File: config.mk
export PLATFORM = sky130hd
export DESIGN_NAME = emisor_flat
export DESIGN_NICKNAME = d
export VERILOG_FILES = /design/src/rtl/emisor_if.sv /design/src/rtl/emisor.sv /design/src/flat_wrapper.sv
export SDC_FILE = /design/constraint.sdc
export NUM_CORES = 1
export LEC_CHECK = 0
export CORE_MARGIN = 2
export CORE_UTILIZATION = 50
export CTS_BUF_LIST = sky130_fd_sc_hd__clkbuf_8
export DETAILED_ROUTE_END_ITERATION = 16
export PLACE_DENSITY = 0.76
export SETUP_SLACK_MARGIN = 0.2
export SYNTH_ARGS = -nofsm -noshare
export SYNTH_HDL_FRONTEND = slang
export SYNTH_SLANG_ARGS = --single-unit
File: constraint.sdc
create_clock -name clk -period 2.64 [get_ports clk]
set_clock_uncertainty 0.2 [all_clocks]
set_input_delay 0.396 -clock clk [delete_from_list [all_inputs] [get_ports clk]]
set_output_delay 0.396 -clock clk [all_outputs]
set_load 0.02 [all_outputs]
File: src/rtl/emisor_if.sv
// rtl/emisor_if.sv - command/serial signal bundle between the command source and emisor
interface emisor_if;
    logic       start;
    logic [2:0] code;
    logic       busy;
    logic       done;
    logic       err;
    logic       sdaout;
    logic       sclout;

    modport master (
        output start, code,
        input  busy, done, err, sdaout, sclout
    );

    modport slave (
        input  start, code,
        output busy, done, err, sdaout, sclout
    );
endinterface

File: src/rtl/emisor.sv
// rtl/emisor.sv - serializes a 3-bit command MSB-first on sdaout with a gated sclout
module emisor #(
    parameter int DIV = 4
) (
    input  logic     clk,
    input  logic     reset,
    emisor_if.slave  bus
);
    localparam int PW = (DIV > 1) ? $clog2(DIV) : 1;
    localparam logic [PW-1:0] PH_LAST = PW'(DIV - 1);

    typedef enum logic [1:0] {IDLE, LOW, HIGH} state_t;

    state_t        state_q, state_d;
    logic [PW-1:0] phase_q, phase_d;
    logic [1:0]    bit_q, bit_d;
    logic [2:0]    shift_q, shift_d;
    logic          busy_q, busy_d;
    logic          done_q, done_d;
    logic          err_q, err_d;
    logic          sda_q, sda_d;
    logic          scl_q, scl_d;

    always_ff @(posedge clk) begin
        if (reset) begin
            state_q <= IDLE;
            phase_q <= '0;
            bit_q   <= '0;
            shift_q <= '0;
            busy_q  <= 1'b0;
            done_q  <= 1'b0;
            err_q   <= 1'b0;
            sda_q   <= 1'b0;
            scl_q   <= 1'b0;
        end else begin
            state_q <= state_d;
            phase_q <= phase_d;
            bit_q   <= bit_d;
            shift_q <= shift_d;
            busy_q  <= busy_d;
            done_q  <= done_d;
            err_q   <= err_d;
            sda_q   <= sda_d;
            scl_q   <= scl_d;
        end
    end

    always_comb begin
        state_d = state_q;
        phase_d = phase_q;
        bit_d   = bit_q;
        shift_d = shift_q;
        busy_d  = busy_q;
        done_d  = 1'b0;
        err_d   = 1'b0;
        sda_d   = sda_q;
        scl_d   = scl_q;
        case (state_q)
            IDLE: begin
                if (bus.start) begin
                    // 000 and 111 would hang the receiver, so they are refused
                    if (bus.code != 3'b000 && bus.code != 3'b111) begin
                        state_d = LOW;
                        phase_d = '0;
                        bit_d   = '0;
                        busy_d  = 1'b1;
                        scl_d   = 1'b0;
                        sda_d   = bus.code[2];
                        shift_d = {bus.code[1:0], 1'b0};
                    end else begin
                        err_d = 1'b1;
                    end
                end
            end
            LOW: begin
                if (phase_q == PH_LAST) begin
                    phase_d = '0;
                    scl_d   = 1'b1;
                    state_d = HIGH;
                end else begin
                    phase_d = phase_q + 1'b1;
                end
            end
            HIGH: begin
                if (phase_q == PH_LAST) begin
                    phase_d = '0;
                    scl_d   = 1'b0;
                    // data only moves on the falling edge; the zero shifted in is the terminal bit
                    if (bit_q != 2'd3) begin
                        bit_d   = bit_q + 1'b1;
                        sda_d   = shift_q[2];
                        shift_d = {shift_q[1:0], 1'b0};
                        state_d = LOW;
                    end else begin
                        bit_d   = '0;
                        busy_d  = 1'b0;
                        done_d  = 1'b1;
                        sda_d   = 1'b0;
                        state_d = IDLE;
                    end
                end else begin
                    phase_d = phase_q + 1'b1;
                end
            end
            default: state_d = IDLE;
        endcase
    end

    assign bus.busy   = busy_q;
    assign bus.done   = done_q;
    assign bus.err    = err_q;
    assign bus.sdaout = sda_q;
    assign bus.sclout = scl_q;
endmodule

File: src/flat_wrapper.sv
// flat-port wrapper written by rule: the top's interface ports become plain ports
module emisor_flat 
#(
    parameter int DIV = 4
)
  (clk, reset, bus_start, bus_code, bus_busy, bus_done, bus_err, bus_sdaout, bus_sclout);
  emisor_if bus_i ();
  input  logic clk;
  input  logic reset;
  input wire logic [$bits(bus_i.start)-1:0] bus_start;
  input wire logic [$bits(bus_i.code)-1:0] bus_code;
  output wire logic [$bits(bus_i.busy)-1:0] bus_busy;
  output wire logic [$bits(bus_i.done)-1:0] bus_done;
  output wire logic [$bits(bus_i.err)-1:0] bus_err;
  output wire logic [$bits(bus_i.sdaout)-1:0] bus_sdaout;
  output wire logic [$bits(bus_i.sclout)-1:0] bus_sclout;
  assign bus_i.start = bus_start;
  assign bus_i.code = bus_code;
  assign bus_busy = bus_i.busy;
  assign bus_done = bus_i.done;
  assign bus_err = bus_i.err;
  assign bus_sdaout = bus_i.sdaout;
  assign bus_sclout = bus_i.sclout;
  emisor #(.DIV(DIV)) u_core (.clk(clk), .reset(reset), .bus(bus_i));
endmodule
# Word-level counts from Yosys, hierarchy flattened
# Cells that the tools add are included.
[classes]
magnitude_cmp = 0
n_reduce_logical = 15
n_eq_ne = 11
shifts = 0
muxes = 35
add_sub_neg = 2
div = 0
mul = 0
bitwise_logic = 4
[ops]
columns = ["cell", "count"]
rows = [
  ["two-way mux 2 bit", 9],
  ["two-way mux 1 bit", 15],
  ["AND reduction 5 bit", 3],
  ["two-way mux 3 bit", 4],
  ["inequality test 2 x 1 -> 1 bit (second input constant)", 4],
  ["one-hot mux 2 bit (2 select lines)", 2],
  ["AND reduction 4 bit", 2],
  ["inequality test 2 bit (second input constant)", 3],
  ["one-hot mux 2 bit (3 select lines)", 1],
  ["one-hot mux 3 bit (2 select lines)", 1],
  ["nonzero test 3 bit", 2],
  ["OR reduction 3 bit", 2],
  ["adder 2 x 1 -> 2 bit (second input constant)", 2],
  ["== test 2 bit (second input constant)", 2],
  ["inverter 1 bit", 4],
  ["one-hot mux 1 bit (2 select lines)", 2],
  ["nonzero test 2 bit", 2],
  ["inequality test 3 bit (second input constant)", 1],
  ["one-hot mux 1 bit (3 select lines)", 1],
  ["AND reduction 3 bit", 1],
  ["== test 2 x 1 -> 1 bit (second input constant)", 1],
  ["zero test 2 bit", 1],
  ["OR reduction 2 bit", 1],
  ["logical AND 1 bit", 1],
]
[word_totals]
rom_bits = 0
word_cells = 76
mem_count = 0
register_bits = 14
in_bits = 6
latchBits = 0
ram_bits = 0

# Longest topological paths before layout
# Gate-level depths: netlist (run 1).
[logic_depth]
depth_word = 5
mapped_depth = 6
ltp_nobuf = 6

# Worst setup path before layout (run 1)
# No wires, ideal clock.
[synth_timing]
path_type = "flip-flop to flip-flop"
from = "register u_core.state_q[0]"
to = "register u_core.state_q[0]"
t_arrival_ps = 1671
path_stages_with_launch = 7
t_required_ps = 2312
path_buffers = 0
period_less_slack_ps = 1998
slack_ps = 642
setup_ps = 128
path_cell_list = "dfxtp_1 > inv_1 > ha_1 > nor2b_1 > or4b_4 > a22oi_2 > nor2_1"
[synth_via]
elab_chain_cells = 3
word_cells_on_any_way = 9
cone_classes = "eq/ne: 6; mux: 1; reduce/logical: 2"
[synth_lines]
columns = ["item", "line_no", "rtl"]
rows = [
  ["start, declared", "emisor.sv:14", "state_t state_q, state_d;"],
  ["start signal, assigned", "emisor.sv:36", "state_q <= state_d;"],
  ["== test 2 bit (tied with other cells)", "emisor.sv:58", "case (state_q)"],
  ["inequality test 2 x 1 -> 1 bit (no line) / inequality test 2 bit (equally long branches)", "-", ""],
  ["AND reduction 4 bit (no line)", "-", ""],
]
# Several ways; a longest one is shown, not always the timed one.
# A chain may end at the register's enable or synchronous reset.

# Worst setup path in the final report (run 1)
[layout_timing]
from = "register u_core.state_q[0]"
to = "register u_core.shift_q[1]"
[layout_via]
elab_chain_cells = 3
word_cells_on_any_way = 9
cone_classes = "eq/ne: 5; mux: 1; reduce/logical: 3"
[layout_lines]
columns = ["item", "line_no", "rtl"]
rows = [
  ["== test 2 bit / zero test 2 bit (equally long branches)", "emisor.sv:58", ""],
  ["inequality test 2 x 1 -> 1 bit (no line) (tied with other cells)", "-", ""],
  ["AND reduction 5 bit (no line)", "-", ""],
  ["end signal, assigned", "emisor.sv:39", "shift_q <= shift_d;"],
  ["end, declared", "emisor.sv:17", "logic [2:0] shift_q, shift_d;"],
]
# Several ways; a longest one is shown, not always the timed one.

==> impl_metrics.py, run 1 <==
metrics = {
    "floorplanning": {
        "io-pin-count": 11,
        "die_y_um": 43.2,
        "die_area_um2": 1870,
        "initial_utilization_pct": 52.2,
        "design.core.area_um2": 1470,
        "row_count": 14,
        "die_width_um": 43.2,
    },
    "yosys": {
        "syn_area_um2": 768,
        "yosys.area_share.adder_pct": 11.4,
        "ys_dominant_reg_cell": "dfxtp_1",
        "avgSynthCellArea_um2": 9.98,
        "post_synth_edffs": 0,
        "synth-simple-area-share_pct": 29.8,
        "synth-seq-cells": 13,
        "muxShareOfSynthArea_pct": 5.21,
        "synth_area_in_compound_gates_pct": 16.8,
        "synth.net_count": 90,
        "synthXorXnorAreaFrac_pct": 0,
        "synth_cell_type_count": 28,
        "largest_family_of_logic_cells_by_synthesized_area": "simple AND/OR/NAND/NOR gates",
        "postSynthCellCount": 77,
        "ys_async_sr_fraction_pct": 0,
        "synth_warnings": 0,
        "yosysSeqAreaShare_pct": 33.9,
    },
    "timing": {
        "setup_total_negative_slack_ns": 0,
        "tightest_slew_ns": 0.527,
        "timing_hold_violations_final": 0,
        "drv_slew": 0,
        "period_needed_ns": 2.25,
        "final_critical_path_setup_slack_ns": 0.388,
        "maxSlewHeadroom_pct": 64.7,
        "setup_viol": 0,
        "finalCritPeriodShare_pct": 85.3,
        "grt_setup_unrepaired": "false",
        "fmaxAchievable_mhz": 444,
    },
    "finish": {
        "area_growth_pct": 20.5,
        "post-route-cell-area_um2": 926,
        "final_common_cell": "dfxtp_1",
        "final_cell_mix": "dfxtp_1 (13), clkdlybuf4s50_1 (10), ha_1 (7)",
        "utilization_pct": 62.9,
        "numnets_final": 103,
        "final_layout_size_suffix_gt1_share_pct": 12.4,
        "num_antenna_cells": 0,
    },
    "setup_path": {
        "worst_path_max_delay_cell": "nor4_4",
        "crit_path_end_kind": "flop",
        "worstPathArrival_ns": 2.19,
        "cell_family_with_the_largest_share_of_critical_path_delay": "simple AND/OR/NAND/NOR gates",
        "startpoint": "u_core.state_q[0]",
        "cp.buffers_inverters": 1,
        "critical_path_rt_ns": 2.58,
        "start_kind": "flop",
        "path_class": "reg -> reg",
        "crit_fanout": 12,
        "timing.rr.start": "u_core.state_q[0]",
        "critPathMaxStageDelay_ns": 0.52,
        "crit_path_cell_trace": "inv_1 > ha_1 > mux2i_1 > nor4_4 > a21oi_1 > a41o_1",
    },
    "global_routing": {
        "grt_antenna_before_repair": 0,
        "grt_usage_pct": 18.9,
        "grt_start_max_net_pins": 15,
        "grt_first_pass_wirelength_um": 2560,
        "grt-ovfl-total": 0,
        "grt_pass1_vias": 621,
    },
    "power": {
        "power-per-cell-area_nw_per_um2": 959,
        "post-layout-total-power_mw": 0.888,
        "power_leakage_nw": 0.368,
        "ir_worst_vdd_mv": 0.495,
    },
    "clock_network": {
        "cts_buffers": 3,
        "cts-root-to-sink-buffers": 2,
        "clock_latency_ns": 0.24,
        "cts_sinks": 13,
        "cts.reportedPaths.clkPinSlew_ns": 0.05,
        "cts_htree_levels": 1,
        "cts.repair.resized": 0,
        "cts_tree": "built",
        "clock_tree.root_cell": "clkbuf_8",
        "post-cts-setup-buffers": 0,
        "hold_buffers": 0,
    },
    "job": {
        "maxcap_viol_count": 0,
    },
    "place": {
        "gp_weighted_congestion": 0.737,
        "placed_cell_area_um2": 881,
        "detailed_place_hpwl_um": 1060,
        "preCtsSetupSlack_ns": 0.286,
        "quantity_of_i_o_buffers_inserted_on_ports": 10,
    },
    "detailed_routing": {
        "routed_via_density": 5.78,
        "drtAntennaViolNets": 0,
        "remaining_drc_errors": 0,
        "drt-pass1-iter-count": 2,
        "num_vias": 607,
        "route.final.wire_length_um": 1470,
        "dr.first_iter.drc_count": 2,
        "route.detailed.wl_per_inst_um": 14.0,
    },
    "status": {
        "run_status": "finished clean",
    },
    "min_path": {
        "hold_path.class": "reg -> reg",
        "hp-start": "u_core.phase_q[1]",
    },
}
-- state kept, by name, indices dropped and copies added, names as in the netlist --
register           flops
u_core.bit_q           2
u_core.bus.busy        1
u_core.bus.done        1
u_core.bus.err         1
u_core.bus.sclout      1
u_core.bus.sdaout      1
u_core.phase_q         2
u_core.shift_q         2
u_core.state_q         2
-- through the flow --
stage	hold slack [ns]	instances
after floorplan	0.250	77
after global placement	0.262	101
after detailed placement	0.268	101
after CTS	0.278	105
after global routing	0.299	105
final	0.280	105
-- power breakdown --
part           leakage [nW]  switching [mW]  internal (mW)
Combinational         0.235           0.225          0.214
Sequential            0.106          0.0349          0.242
Clock                0.0269          0.0700          0.103
-- logic make-up (layout without fill, tap and decap cells) --
| group | after synthesis | in the layout |
|---|---|---|
| AO/OA/AOI/OAI | 16 | 16 |
| adder cells (fa/ha/maj) | 7 | 7 |
| buffers and inverters | 6 | 18 |
| flip-flops | 13 | 13 |
| multiplexers | 4 | 4 |
| AND/OR/NAND/NOR | 31 | 31 |
-- routing by layer --
layer	vias up	global-route usage, %	share of wire (%)
li1	308	-	-
met1	282	19.9	48
met2	12	31.6	46
met3	5	6.38	3.3
met4	0	11.5	2.6
met5	-	0	0
-- worst min-delay path, stage by stage (launching register included) --
cell      delay, ns
dfxtp_1        0.31
nand2b_1       0.07
a21oi_1        0.05
-- cell type report --
class                           instances  area, um2
Fill cell                             131        546
Multi-Input combinational cell         58        485
Sequential cell                        13        260
Timing Repair Buffer                   10        100
Clock buffer                            3       41.3
Tap cell                               16       20.0
Inverter                                4       15.0
Clock inverter                          1       3.75
-- path summary, 6_finish.rpt --
path                  endpoint  slack (ns)  depth (start not counted)
min          u_core.phase_q[1]        0.28                          2
max          u_core.shift_q[1]        0.39                          6
min reg2reg  u_core.phase_q[1]        0.28                          2
max reg2reg  u_core.shift_q[1]        0.39                          6
-- Yosys cell counts (2+ instances only) --
cell      count  area, um2
dfxtp_1      13        260
ha_1          7       87.6
nor2_1        6       22.5
a21oi_1       5       25.0
inv_1         4       15.0
mux2i_1       4       40.0
nand2_1       4       15.0
nand3_1       4       20.0
nor2b_1       4       25.0
nand2b_1      3       18.8
nor3b_1       3       22.5
a311oi_1      2       17.5
clkbuf_1      2       7.51
nor4_4        2       42.5
(Power assumes the default switching activity.)
==> inputs of run 2 (changes only) <==
Settings changed: CTS_CLUSTER_DIAMETER set to 50, HOLD_SLACK_MARGIN set to 0.03.
==> results of run 2 <==
The final DEF is identical to that of run 1; final timing and power are the same.
